<file path="src/rtl/inst_fetch.sv">
// Instruction-fetch stage: reads one 32-bit instruction as four byte reads over
// a shared 8-bit synchronous port and hands it to decode with valid/ready.
module inst_fetch #(
    parameter int ADDR_W = 32,
    parameter int BYTES  = 4
) (
    input  logic              clk,
    input  logic              rst,
    input  logic [ADDR_W-1:0] pc_i,
    input  logic              ce_i,
    output logic              stall_req_o,
    input  logic              flush_i,
    output logic              mem_rd_o,
    output logic [ADDR_W-1:0] mem_a_o,
    input  logic [7:0]        mem_din_i,
    input  logic              mem_busy_i,
    output logic [31:0]       inst_o,
    output logic [ADDR_W-1:0] inst_pc_o,
    output logic              inst_valid_o,
    input  logic              id_ready_i
);

    typedef enum logic [1:0] {
        ST_IDLE  = 2'd0,
        ST_FETCH = 2'd1,
        ST_VALID = 2'd2
    } state_t;

    state_t            state_r;
    state_t            next_state_s;
    logic [ADDR_W-1:0] fetch_pc_r;
    logic [ADDR_W-1:0] last_addr_r;
    logic [2:0]        req_cnt_r;
    logic [2:0]        rcv_cnt_r;
    logic              pend_r;
    logic [23:0]       bytes_r;
    logic [31:0]       inst_r;
    logic [ADDR_W-1:0] inst_pc_r;
    logic              inst_valid_r;

    logic              stall_raw_s;
    logic              accept_s;
    logic              issue_s;
    logic              capture_s;
    logic              last_capture_s;
    logic [ADDR_W-1:0] issue_addr_s;

    // Handshake, request and capture qualifiers; flush overrides everything.
    always_comb begin
        stall_raw_s = 1'b1;
        case (state_r)
            ST_IDLE:  stall_raw_s = 1'b0;
            ST_VALID: stall_raw_s = ~id_ready_i;
            ST_FETCH: stall_raw_s = 1'b1;
            default:  stall_raw_s = 1'b1;
        endcase
        stall_req_o    = stall_raw_s & ~flush_i;
        accept_s       = ~stall_req_o & ce_i & ~flush_i;
        issue_s        = (state_r == ST_FETCH) && (req_cnt_r < 3'(BYTES))
                         && !mem_busy_i && !flush_i;
        capture_s      = (state_r == ST_FETCH) && pend_r && !flush_i;
        last_capture_s = capture_s && (rcv_cnt_r == 3'(BYTES - 1));
        issue_addr_s   = fetch_pc_r + ADDR_W'(req_cnt_r);
        mem_rd_o       = issue_s;
        mem_a_o        = issue_s ? issue_addr_s : last_addr_r;
    end

    // Next-state selection.
    always_comb begin
        next_state_s = state_r;
        if (flush_i) begin
            next_state_s = ST_IDLE;
        end else if (accept_s) begin
            next_state_s = ST_FETCH;
        end else begin
            case (state_r)
                ST_IDLE:  next_state_s = ST_IDLE;
                ST_FETCH: next_state_s = last_capture_s ? ST_VALID : ST_FETCH;
                ST_VALID: next_state_s = id_ready_i ? ST_IDLE : ST_VALID;
                default:  next_state_s = ST_IDLE;
            endcase
        end
    end

    // State register.
    always_ff @(posedge clk or negedge rst) begin
        if (!rst) begin
            state_r <= ST_IDLE;
        end else begin
            state_r <= next_state_s;
        end
    end

    // Fetch datapath: counters, byte shift register and output holding registers.
    always_ff @(posedge clk or negedge rst) begin
        if (!rst) begin
            fetch_pc_r   <= '0;
            last_addr_r  <= '0;
            req_cnt_r    <= 3'd0;
            rcv_cnt_r    <= 3'd0;
            pend_r       <= 1'b0;
            bytes_r      <= 24'h0;
            inst_r       <= 32'h0;
            inst_pc_r    <= '0;
            inst_valid_r <= 1'b0;
        end else begin
            pend_r <= issue_s;
            if (issue_s) begin
                req_cnt_r   <= req_cnt_r + 3'd1;
                last_addr_r <= issue_addr_s;
            end
            // Bytes arrive in address order, so shifting in from the top leaves {b2,b1,b0}.
            if (capture_s) begin
                bytes_r   <= {mem_din_i, bytes_r[23:8]};
                rcv_cnt_r <= rcv_cnt_r + 3'd1;
            end
            if (flush_i || accept_s) begin
                req_cnt_r <= 3'd0;
                rcv_cnt_r <= 3'd0;
            end
            if (accept_s) begin
                fetch_pc_r <= pc_i;
            end
            if (last_capture_s) begin
                inst_r    <= {mem_din_i, bytes_r};
                inst_pc_r <= fetch_pc_r;
            end
            if (flush_i) begin
                inst_valid_r <= 1'b0;
            end else if (last_capture_s) begin
                inst_valid_r <= 1'b1;
            end else if (state_r == ST_VALID && id_ready_i) begin
                inst_valid_r <= 1'b0;
            end
        end
    end

    assign inst_o       = inst_r;
    assign inst_pc_o    = inst_pc_r;
    assign inst_valid_o = inst_valid_r;

endmodule

</file>
<file path="config.mk">
export PLATFORM = sky130hd
export DESIGN_NAME = inst_fetch
export DESIGN_NICKNAME = d
export VERILOG_FILES = /design/src/rtl/inst_fetch.sv
export SDC_FILE = /design/constraint.sdc
export NUM_CORES = 1
export LEC_CHECK = 0
export ABC_AREA = 1
export BUFFER_PORTS_ARGS = -buffer_cell sky130_fd_sc_hd__buf_2
export CAP_MARGIN = 0
export CORE_MARGIN = 3
export CORE_UTILIZATION = 45
export CTS_CLUSTER_DIAMETER = 50
export DETAILED_ROUTE_END_ITERATION = 12
export GPL_TIMING_DRIVEN = 0
export HOLD_SLACK_MARGIN = 0.12
export PLACE_DENSITY = 0.79
export SLEW_MARGIN = 20
export SYNTH_ARGS = -nofsm -noshare
export SYNTH_HDL_FRONTEND = slang
export SYNTH_SLANG_ARGS = --single-unit
</file>
<file path="constraint.sdc">
create_clock -name clk -period 1.62 [get_ports clk]
set_clock_uncertainty 0.15 [all_clocks]
set_input_delay 0.081 -clock clk [delete_from_list [all_inputs] [get_ports clk]]
set_output_delay 0.081 -clock clk [all_outputs]
set_load 0.01 [all_outputs]
</file>
=== After elaboration in Yosys (flattened, before gate mapping) ===
Cells that the tools add are included.

* ROM bits: 0
* Memories: 0
* Register bits after elaboration: 162
* Logic and storage cells: 51
* Memory bits (writable): 0
* Bits in latches: 0
* Output and inout bits: 99

* Shift-type cells: 0
* Eq/ne operators: 3
* Bitwise logic cells: 6
* Reductions and logical operators: 14
* $lt $le $gt $ge: 1
* Multiplexer cells: 14
* Add/subtract/negate cells: 3
* $mul: 0
* Divide/modulo/power cells: 0

{| class="wikitable"
|+ Operators with widths
! kind !! count
|-
| $add A32 B3 Y32 || 1
|-
| $mux W32 || 1
|-
| $mux W3 || 4
|-
| $mux W2 || 4
|-
| $logic_and A1 B1 Y1 || 7
|-
| $add A3 B1 Y3 const B || 2
|-
| $pmux W2 S2 || 1
|-
| $reduce_bool A2 Y1 || 2
|-
| $and A1 B1 Y1 || 3
|-
| $eq A3 B2 Y1 const B || 1
|-
| $lt A3 B3 Y1 const B || 1
|-
| $mux W1 || 3
|-
| $not A1 Y1 || 3
|-
| $reduce_bool A3 Y1 || 1
|-
| $eq A2 B1 Y1 const B || 1
|-
| $eq A2 B2 Y1 const B || 1
|-
| $logic_not A1 Y1 || 2
|-
| $logic_not A2 Y1 || 1
|-
| $pmux W1 S2 || 1
|-
| $logic_or A1 B1 Y1 || 1
|}

=== Logic depth before layout (Yosys ltp) ===
Gate-level depths: netlist of the first run.

* Depth after elaboration: 8
* Mapped depth: 11

=== Least setup slack after synthesis of the first run ===
Ideal clock, no wire load.

* Path type: reg-to-reg
* Start: register req_cnt_r[0]
* End: register last_addr_r[12]
* Library setup time: 0.118 ns
* Buffers on the path: 0
* Arrival: 1.690 ns
* Stages on the path, launching flop included: 9
* Setup slack: -0.338 ns
* Data required time: 1.352 ns
* Cell sequence: dfrtp_1 ha_1 fa_1 nand2_1 nand2_1 nand2_1 nor2_4 xor2_1 o21ai_1

* Word-level cells in the longest chain between the ends: 5
* Elaborated cells on any way between the ends: 6
* Those cells by class: add/sub: 1; order compare: 1; mux: 1; reduce/logical: 3

{| class="wikitable"
|+ RTL lines
! what !! line !! RTL
|-
| start, declared || 33 || <nowiki>logic [2:0] req_cnt_r;</nowiki>
|-
| start signal, assigned || 109 || <nowiki>req_cnt_r <= req_cnt_r + 3'd1;</nowiki>
|-
| branches (longest 4 deep; another with $add A32 B3 Y32) || - ||
|-
| $mux W32 (*) || - ||
|-
| named net mem_a_o[12] || 14 || <nowiki>output logic [ADDR_W-1:0] mem_a_o,</nowiki>
|-
| end signal, assigned || 110 || <nowiki>last_addr_r <= issue_addr_s;</nowiki>
|-
| end, declared || 32 || <nowiki>logic [ADDR_W-1:0] last_addr_r;</nowiki>
|}

Mark *: on every way through the listed nets, which the timed path passes.
A chain may end at the register's enable or synchronous reset.

=== Final worst setup path of the first run ===
* Start: register fetch_pc_r[10]
* End: output mem_a_o[20]

* Word-level cells in the longest chain between the ends: 2

{| class="wikitable"
|+ RTL lines
! what !! line !! RTL
|-
| start, declared || 31 || <nowiki>logic [ADDR_W-1:0] fetch_pc_r;</nowiki>
|-
| start signal, assigned || 122 || <nowiki>fetch_pc_r <= pc_i;</nowiki>
|-
| $add A32 B3 Y32 || 63 || <nowiki>issue_addr_s = fetch_pc_r + ADDR_W'(req_cnt_r);</nowiki>
|-
| $mux W32 || - ||
|-
| end, declared || 14 ||
|}

Every way passes these cells.

==> flow_metrics.tcl, run 1 <==
set metrics [dict create \
    violations "negative setup slack" \
    setup_viol 196 \
    core_area_mm2 0.01486 \
    fin_nets 1156 \
    r2r_end "fetch_pc_r[31]$_DFFE_PN0P_" \
    yosys_register_bits 162 \
    dpl_cell_area_mm2 0.008278 \
    start_util_pct 47.10 \
    first_iter_violations 787 \
    placementRows 44 \
    syn_area_mm2 0.007000 \
    hold_ws_ps 71.08 \
    path_class "flip-flop to output port" \
    max_freq_mhz 378.7 \
    antenna_found_initial 1 \
    critPathCapture "mem_a_o[20]" \
    crit_chain "nand2_1 -> nor2_2 -> nand2_1 -> nor2_4 -> nand2_2 -> nand2_1 -> nand2_1 -> o21ai_2 -> buf_2" \
    h-tree-depth 4 \
    irDropWorstVdd_v 0.0009876 \
    die_h_um 130.7 \
    layout-drive-gt1-share_pct 54.50 \
    reg2reg_slack_ps -880 \
    power_density_mw_per_mm2 984.1 \
    finalWeightedCongestion 0.9348 \
    cts_buffers 17 \
    crit_path_end_kind "output port" \
    cap_violations 0 \
    grt-ovfl-total 0 \
    clk_latency_ps 450 \
    yosysTopAreaCellShare_pct 57.91 \
    hold_viol_final 0 \
    synth_ff_type "dfrtp_1" \
    path_max_fanout 6 \
    ys_types 25 \
    clock-sinks 162 \
    grt_max_degree 95 \
    dr.pass1.iters 5 \
    yosys_warnings 0 \
    utilization_pct 82.02 \
    io-pin-count 145 \
    wl_um 30260 \
    place_ws_ps -531.1 \
    grt_pass1_wl_um 36310 \
    period_share_pct 163.0 \
    worst-path-buf-inv 1 \
    root_buffer "clkbuf_16" \
    cp.arrival_ps 2410 \
    cp_top_family "simple AND/OR/NAND/NOR gates" \
    yosysTopAreaCell "dfrtp_1" \
    syn_avg_cell_area_um2 8.664 \
    syn_inst 808 \
    setup_slack_ps -1020 \
    path_depth 9 \
    drt-wirelength-per-cell_um 23.33 \
    min_period_ps 2640 \
    vias 7564 \
    synth_area_leaders "dfrtp_1 58%, nand2_1 14%, o21ai_0 6.0%" \
    ant_nets 0 \
    grt_use_total_pct 28.06 \
    cts_tree "yes" \
    crit_top_cell "nand2_1" \
    yosysSeqAreaShare_pct 57.91 \
    drv_slew 0 \
    relSlewSlack_pct 52.96 \
    drc 0 \
    status "finished, violations left" \
    rsz0062_at_grt "true" \
    cp_slowest_stage_delay_ps 440 \
    clockBufferDepth 2 \
    die-width_um 130.7 \
    port_buffers 144 \
    hpwl_um 13830 \
    start_kind "flip-flop" \
    reg2regPathDepth 16 \
    cpMaxStageDelayCell "dfrtp_1" \
    synth_edf_count 0 \
    p_leak_nw 5.907 \
    crit_required_ps 1390 \
    final_area_mm2 0.01219 \
    synth_nets 864 \
    holdCritPathClass "primary input to async pin" \
    die_area_mm2 0.01709 \
    critPathLaunch "fetch_pc_r[10]$_DFFE_PN0P_" \
    reg2reg_from "state_r[1]$_DFF_PN0_" \
    syn_to_final_growth_pct 74.16 \
    drt-vias-per-instance 5.832 \
    clk_pin_slew_ps 70 \
    tightest_slew_ps 705.6 \
    grt_pass1_vias 6775 \
    synth_async_sr_flop_share_pct 100.0 \
]
[timing repair]
| action | in CTS | in global routing |
|---|---|---|
| endpoints found under the hold margin | 225 | 0 |
| pin swaps | 38 | 47 |
| setup endpoints to repair | 188 | 196 |
| cloned | 6 | 11 |
| hold buffers | 45 | 0 |
| gates resized for setup | 240 | 373 |
| setup buffers | 41 | 33 |
[cells in the final DEF, fill, tap and decap left out, drive strengths merged, types with 2 or more instances in the layout]
cell type / count
ha: 9
bufinv: 2
mux2: 14
nor3: 2
clkbuf: 32
nand3: 33
o21ai: 91
dfrtp: 162
nand2: 258
a21oi: 31
buf: 247
xor2: 3
nor2: 90
clkinvlp: 3
xnor2: 3
dlygate4sd3: 45
clkinv: 3
a31oi: 5
inv: 75
[cells by family after synthesis]
kind of cell    share of synthesized area (%)
compound gates                          9.276
xor+xnor                               0.7508
fa+ha+maj                               1.895
buf+inv                                 5.987
flops                                   57.91
mux                                     2.252
simple gates                            21.93
[layout make-up]
class	instances	area, um^2
buffer	26	436.7
timing repair buffer	277	2566
clock buffer	22	464.2
antenna	1	2.502
multi-input combinational	542	4016
tap	184	230.2
inverter	74	310.3
clock inverter	9	106.4
sequential	162	4059
fill	742	2673
[stage by stage]
step | setup TNS [ps] | instances | total power [mW]
finish | -88050 | 1297 | 12.00
floorplan | -5675 | 808 | 5.925
global placement | -388580 | 1136 | 6.570
CTS | -41740 | 1259 | 11.13
global route | -96870 | 1296 | 12.35
detailed placement | -51200 | 1137 | 6.622
[state kept, by name (all words and copies together), names as in the netlist]
name and flops:
state_r 2, rcv_cnt_r 3, bytes_r 24, inst_o 32, fetch_pc_r 32, last_addr_r 32
pend_r 1, inst_pc_o 32, inst_valid_o 1, req_cnt_r 3
[where the power goes]
part / switching [mW] / total, mW / internal (mW) / leakage (nW)
sequential: 0.430 / 4.95 / 4.53 / 2.05
combinational: 1.71 / 3.01 / 1.30 / 3.59
clock: 1.69 / 4.03 / 2.34 / 0.272
total: 3.84 / 12.0 / 8.16 / 5.91
[Yosys cell counts, types with 2 or more instances]
| cell type | n |
|---|---|
| clkbuf_1 | 8 |
| dfrtp_1 | 162 |
| ha_1 | 9 |
| o21ai_1 | 7 |
| nor2_2 | 4 |
| nand3_1 | 30 |
| nand3_2 | 3 |
| nand2_1 | 258 |
| nor2_1 | 83 |
| xnor2_1 | 3 |
| a31oi_1 | 5 |
| buf_2 | 20 |
| inv_1 | 73 |
| nor2_4 | 3 |
| nor3_1 | 2 |
| xor2_1 | 3 |
| a21oi_1 | 31 |
| mux2_2 | 14 |
| o21ai_0 | 84 |
[worst register-to-register path, cell delays in order, from the launching register on]
cell and delay [ps]:
dfrtp_1 420, buf_6 130, buf_6 100, buf_6 100, buf_6 100, buf_6 100, buf_6 100, buf_6 110
ha_4 170, inv_4 70, nand2_4 50, nand2_4 100, nand3_4 140, buf_6 180, buf_12 160, nor2_4 140
a21oi_2 60
[layer usage]
layer | vias up | wire length (um) | track usage, % | share of wire, %
li1 | 3161 | - | - | -
met5 | - | 13 | 0 | 0.043
met4 | 2 | 1897 | 10.89 | 6.3
met2 | 480 | 14710 | 45.45 | 49
met3 | 176 | 2391 | 5.691 | 7.9
met1 | 3745 | 11250 | 37.42 | 37
[worst min-delay path by stage]
stage	cells after the start	slack [ps]	endpoint	startpoint
global placement	3	160	bytes_r[21]$_DFFE_PN0P_	mem_din_i[5]
global route	2	150	inst_o[24]$_DFFE_PN0P_	rst
floorplan	0	-360	bytes_r[0]$_DFFE_PN0P_	rst
finish	2	70	inst_o[24]$_DFFE_PN0P_	rst
detailed placement	1	-5	inst_o[29]$_DFFE_PN0P_	rst
CTS	2	140	inst_o[24]$_DFFE_PN0P_	rst
Note: power is estimated with default switching activity, not from simulation.
==> inputs of run 2 (changes only) <==
--- a/config.mk
+++ b/config.mk
@@ -10,6 +10,7 @@
 export CAP_MARGIN = 0
 export CORE_MARGIN = 3
 export CORE_UTILIZATION = 45
+export CTS_BUF_LIST = sky130_fd_sc_hd__clkbuf_16
 export CTS_CLUSTER_DIAMETER = 50
 export DETAILED_ROUTE_END_ITERATION = 12
 export GPL_TIMING_DRIVEN = 0
==> run 2 against run 1 <==
The run still ends with negative setup slack left; combinational power is 6% lower; critical path depth is 1 higher; sequential power is 0.8% lower; largest cell class unchanged.
==> flow_metrics.tcl, run 2 (synthesis gave the netlist of run 1 again) <==
set metrics [dict create \
    irDropWorstVdd_v 0.0009340 \
    fin_nets 1169 \
    drv_slew 0 \
    p_seq_share_pct 42.3 \
    rsz0062_at_grt "true" \
    cap_violations 0 \
    root_buffer "clkbuf_16" \
    relSlewSlack_pct 53.11 \
    comb_power_share_pct 24.4 \
    m1WireLength_um 10600 \
    io-pin-count 145 \
    tightest_slew_ps 703.3 \
    holdCritPathClass "primary input to async pin" \
    dr.pass1.iters 6 \
    violations "negative setup slack" \
    syn_to_final_growth_pct 69.99 \
    grt_use_total_pct 28.43 \
    grt_pass1_wl_um 36820 \
    crit_path_end_kind "output port" \
    clockBufferDepth 2 \
    path_class "flip-flop to output port" \
    clockPowerShare_pct 33.3 \
    crit_required_ps 1390 \
    core_area_mm2 0.01486 \
    min_period_ps 2681 \
    status "finished, violations left" \
    antenna_found_initial 1 \
    hold_ws_ps 75.80 \
    power_density_mw_per_mm2 976.9 \
    grt_pass1_vias 6957 \
    first_iter_violations 699 \
    grt-ovfl-total 0 \
    fillers 792 \
    p_leak_nw 5.919 \
    p_sw_mw 3.624 \
    start_kind "flip-flop" \
    clock-sinks 162 \
    setup_viol 196 \
    die-width_um 130.7 \
    met3_length_um 2546 \
    path_max_fanout 4 \
    h-tree-depth 4 \
    drt-vias-per-instance 5.737 \
    cts_buffers 17 \
    drc 0 \
    finalWeightedCongestion 0.9348 \
    die_h_um 130.7 \
    cp.arrival_ps 2450 \
    cts_tree "yes" \
    start_util_pct 47.10 \
    port_buffers 144 \
    placementRows 44 \
    switching_share_pct 31.17 \
    dr_wl_met2_um 13400 \
    final_cell_mix "157 x dfrtp_1, 143 x nand2_1, 117 x buf_2" \
    final_common_cell "dfrtp_1" \
    die_area_mm2 0.01709 \
    layout-drive-gt1-share_pct 49.78 \
    setup_slack_ps -1061 \
    final_area_mm2 0.01190 \
    multi_input_area_mm2 0.003686 \
    vias 7515 \
    clk_latency_ps 440 \
    wl_um 28190 \
    max_freq_mhz 372.9 \
    period_share_pct 165.5 \
    ant_nets 0 \
    hold_viol_final 0 \
    regArea_mm2 0.004060 \
    hpwl_um 13830 \
    clk_pin_slew_ps 70 \
    grt_max_degree 95 \
    reg2reg_slack_ps -630 \
    highest_layer "met4" \
    dpl_cell_area_mm2 0.008278 \
    drt-wirelength-per-cell_um 21.52 \
    internal_power_mw 8.002 \
]
run 2: final cells by class:
| type | instances | area share, % |
|---|---|---|
| buffer | 29 | 3.943 |
| sequential | 162 | 34.12 |
| multi-input combinational | 542 | 30.97 |
| inverter | 74 | 2.565 |
| timing repair buffer | 287 | 21.82 |
| tap | 184 | 1.935 |
| antenna | 1 | 0.02103 |
| clock inverter | 14 | 1.051 |
| clock buffer | 17 | 3.575 |
run 2: power by group through the flow:
stage | Combinational, mW | Sequential [mW] | Clock (mW)
after CTS | 2.36 | 4.84 | 3.83
after global routing | 3.01 | 4.95 | 4.08
after detailed placement | 1.74 | 4.88 | 0
final | 2.84 | 4.91 | 3.88
after floorplan | 1.12 | 4.80 | 0
after global placement | 1.70 | 4.87 | 0
run 2: worst paths after layout:
kind,from,end,cells after the start
min in group clk,pc_i[3],fetch_pc_r[3]$_DFFE_PN0P_,3
max,fetch_pc_r[0]$_DFFE_PN0P_,mem_a_o[12],10
max reg2reg,fetch_pc_r[7]$_DFFE_PN0P_,last_addr_r[28]$_DFF_PN0_,11
min,rst,inst_o[24]$_DFFE_PN0P_,2
max in group asynchronous,rst,fetch_pc_r[11]$_DFFE_PN0P_,3
min reg2reg,last_addr_r[16]$_DFF_PN0_,last_addr_r[16]$_DFF_PN0_,2
run 2: layer usage:
layer,up-vias,global-route usage [%]
met5,-,0
met4,0,12.58
met3,164,6.870
met2,508,45.66
met1,3655,36.83
li1,3188,-
run 2: critical path, stage by stage, from the launching register on:
cell and delay (ps):
dfrtp_1 440, ha_4 210, fa_2 420, nand2_2 90, nand2_4 80, nand2_4 100
nor2_4 80, buf_6 130, xor2_2 140, o21ai_2 170, buf_2 150
run 2: stage by stage:
| stage | setup TNS (ps) | power [mW] | setup WS [ps] | util, % | instances |
|---|---|---|---|---|---|
| 4_1_cts | -66150 | 11.03 | -835.9 | 72.64 | 1269 |
| 3_5_place_dp | -51200 | 6.622 | -531.1 | 55.69 | 1137 |
| 3_3_place_gp | -388580 | 6.570 | -2116 | 55.44 | 1136 |
| 5_1_grt | -105370 | 12.05 | -1105 | 80.06 | 1310 |
| 2_1_floorplan | -5675 | 5.925 | -180.4 | - | 808 |
| 6_report | -95230 | 11.63 | -1061 | 80.06 | 1310 |
run 2: timing repair:
action	CTS	global route
gates cloned	10	6
endpoints found under the hold margin	235	0
hold buffers	45	0
resized for setup	276	218
setup buffers	47	44
setup endpoints to repair	188	196
pin swaps	39	56
==> inputs of run 3 (changes only) <==
--- a/config.mk
+++ b/config.mk
@@ -8,6 +8,7 @@
 export ABC_AREA = 1
 export BUFFER_PORTS_ARGS = -buffer_cell sky130_fd_sc_hd__buf_2
 export CAP_MARGIN = 0
+export CORE_ASPECT_RATIO = 2
 export CORE_MARGIN = 3
 export CORE_UTILIZATION = 45
 export CTS_BUF_LIST = sky130_fd_sc_hd__clkbuf_16
@@ -20,3 +21,4 @@
 export SYNTH_ARGS = -nofsm -noshare
 export SYNTH_HDL_FRONTEND = slang
 export SYNTH_SLANG_ARGS = --single-unit
+export TNS_END_PERCENT = 50
==> run 3 against run 2 <==
The run ends with negative hold slack, negative setup slack left; register-to-register slack worse by 70 ps; global-route usage rose by 1.7 points; total power is 1.2% higher; sequential share of layout area rose by 0.81 points; final area decreased by 2.4%; maximum frequency up 5.5%; non-clock buffer count fell by 22; combinational power shrank 2%; routed wire length is 1.3% lower; critical path depth increased by 2; final cell count is 0.84% lower; utilization is 2.9 points lower; critical path type unchanged; largest power group unchanged; highest routed layer unchanged.
==> flow_metrics.tcl, run 3 (synthesis gave the netlist of run 1 again) <==
set metrics [dict create \
    final_area_mm2 0.01162 \
    grt_max_degree 62 \
    p_leak_nw 5.737 \
    final_common_cell "nand2_1" \
    relSlewSlack_pct 71.68 \
    die_h_um 182.4 \
    drt-vias-per-instance 5.575 \
    internal_power_mw 7.820 \
    hold_viol_final 43 \
    finalWeightedCongestion 0.9150 \
    final_cell_mix "166 x nand2_1, 158 x dfrtp_1, 124 x buf_2" \
    wl_um 27840 \
    holdBufCountCts 45 \
    cts_tree "yes" \
    die_area_mm2 0.01718 \
    ant_nets 0 \
    cpMaxStageDelayCell "dfrtp_1" \
    dpl_cell_area_mm2 0.008212 \
    vias 7242 \
    grt.busiest_layer "met2" \
    p_sw_mw 3.944 \
    first_iter_violations 436 \
    clk_pin_slew_ps 70 \
    critPathLaunch "state_r[1]$_DFF_PN0_" \
    crit_path_end_kind "output port" \
    placementRows 63 \
    clock-sinks 162 \
    syn_to_final_growth_pct 65.99 \
    grt-ovfl-total 0 \
    crit_chain "inv_2 -> ha_4 -> inv_2 -> nor2_4 -> nand2_2 -> nor2_4 -> buf_12 -> buf_6 -> buf_12 -> nor2_1 -> a31oi_4 -> buf_6" \
    cp_slowest_stage_delay_ps 420 \
    place_ws_ps -545.3 \
    p_total_mw 11.76 \
    p_seq_share_pct 41.6 \
    reg2reg_slack_ps -700 \
    die-width_um 94.20 \
    setup_viol 194 \
    tightest_slew_ps 423.4 \
    fin_nets 1147 \
    layout-drive-gt1-share_pct 47.19 \
    reg2reg_from "req_cnt_r[1]$_DFFE_PN0P_" \
    dr.pass1.iters 5 \
    met2_usage_pct 54.61 \
    switching_share_pct 33.53 \
    crit_required_ps 1390 \
    clk_latency_ps 440 \
    period_share_pct 156.9 \
    path_class "flip-flop to output port" \
    status "finished, violations left" \
    rsz0062_at_grt "true" \
    cp.arrival_ps 2310 \
    cts_buffers 17 \
    diodes 0 \
    grt_use_total_pct 30.09 \
    use_met1_pct 30.55 \
    path_max_fanout 6 \
    cap_violations 0 \
    irDropWorstVdd_v 0.0008391 \
    setup_slack_ps -922.3 \
    utilization_pct 77.18 \
    start_kind "flip-flop" \
    drv_slew 0 \
    h-tree-depth 4 \
    final_cells 1299 \
    met3_usage_pct 6.188 \
    violations "negative hold slack, negative setup slack" \
    hold_ws_ps -39.61 \
    antenna_found_initial 0 \
    io-pin-count 145 \
    max_freq_mhz 393.3 \
    grt_pass1_vias 7277 \
    clockBufferDepth 2 \
    comb_power_share_pct 23.5 \
    port_buffers 144 \
    clockPowerShare_pct 34.9 \
    setup_tns_ps -60240 \
    drt-wirelength-per-cell_um 21.43 \
    holdCritPathClass "primary input to async pin" \
    power_density_mw_per_mm2 1012 \
    drc 0 \
    grt_pass1_wl_um 38820 \
    start_util_pct 46.50 \
    core_area_mm2 0.01506 \
    hpwl_um 15620 \
    min_period_ps 2542 \
    root_buffer "clkbuf_16" \
    dp_cells 1149 \
]
-- run 3: cell types whose count changed in the layout (fill, tap and decap cells not counted), sizes merged --
cell,change
buf,-21
clkinv,+4
clkinvlp,-3
bufinv,-2
inv,+2
clkbuf,-1
diode,-1
-- run 3: path summary, 6_finish.rpt --
check,to,cells after the start
setup / recovery,mem_a_o[10],12
hold / removal,inst_o[8]$_DFFE_PN0P_,2
setup reg to reg,last_addr_r[9]$_DFF_PN0_,12
hold reg to reg,last_addr_r[29]$_DFF_PN0_,2
max in group asynchronous,fetch_pc_r[1]$_DFFE_PN0P_,4
min in group clk,last_addr_r[11]$_DFF_PN0_,8
-- run 3: area by class of cell --
type / instances / area (um^2)
buffer: 29 / 430.4
clock buffer: 17 / 425.4
clock inverter: 15 / 183.9
fill: 907 / 3436
inverter: 74 / 311.5
multi-input combinational: 542 / 3643
sequential: 162 / 4059
tap: 195 / 244.0
timing repair buffer: 265 / 2322
-- run 3: repair_timing --
action,4_1_cts,5_1_grt
cloned,8,7
endpoints found under the hold margin,194,43
endpoints found under the setup margin,195,196
gates resized for setup,233,244
pin swaps,54,40
buffers inserted,48,16
-- run 3: layer usage --
metal / vias up / share of wire, %
met5: - / 0
met4: 0 / 8.2
met3: 155 / 5.7
met2: 386 / 55
met1: 3556 / 31
li1: 3145 / -
-- run 3: power by group through the flow --
stage | sequential [mW] | combinational [mW] | clock [mW]
2_1_floorplan | 4.78 | 1.05 | 0
3_3_place_gp | 4.86 | 1.66 | 0
3_5_place_dp | 4.87 | 1.72 | 0
4_1_cts | 4.84 | 2.36 | 4.08
5_1_grt | 4.94 | 2.96 | 4.32
6_report | 4.89 | 2.77 | 4.10
-- run 3: critical path: cells and delay by family (launching register included) --
family / cells / cell delay (ps)
DFF: 1 / 420
buffers and inverters: 6 / 680
adders and majority gates: 1 / 150
AOI/OAI and AO/OA: 1 / 190
and+or+nand+nor: 4 / 400
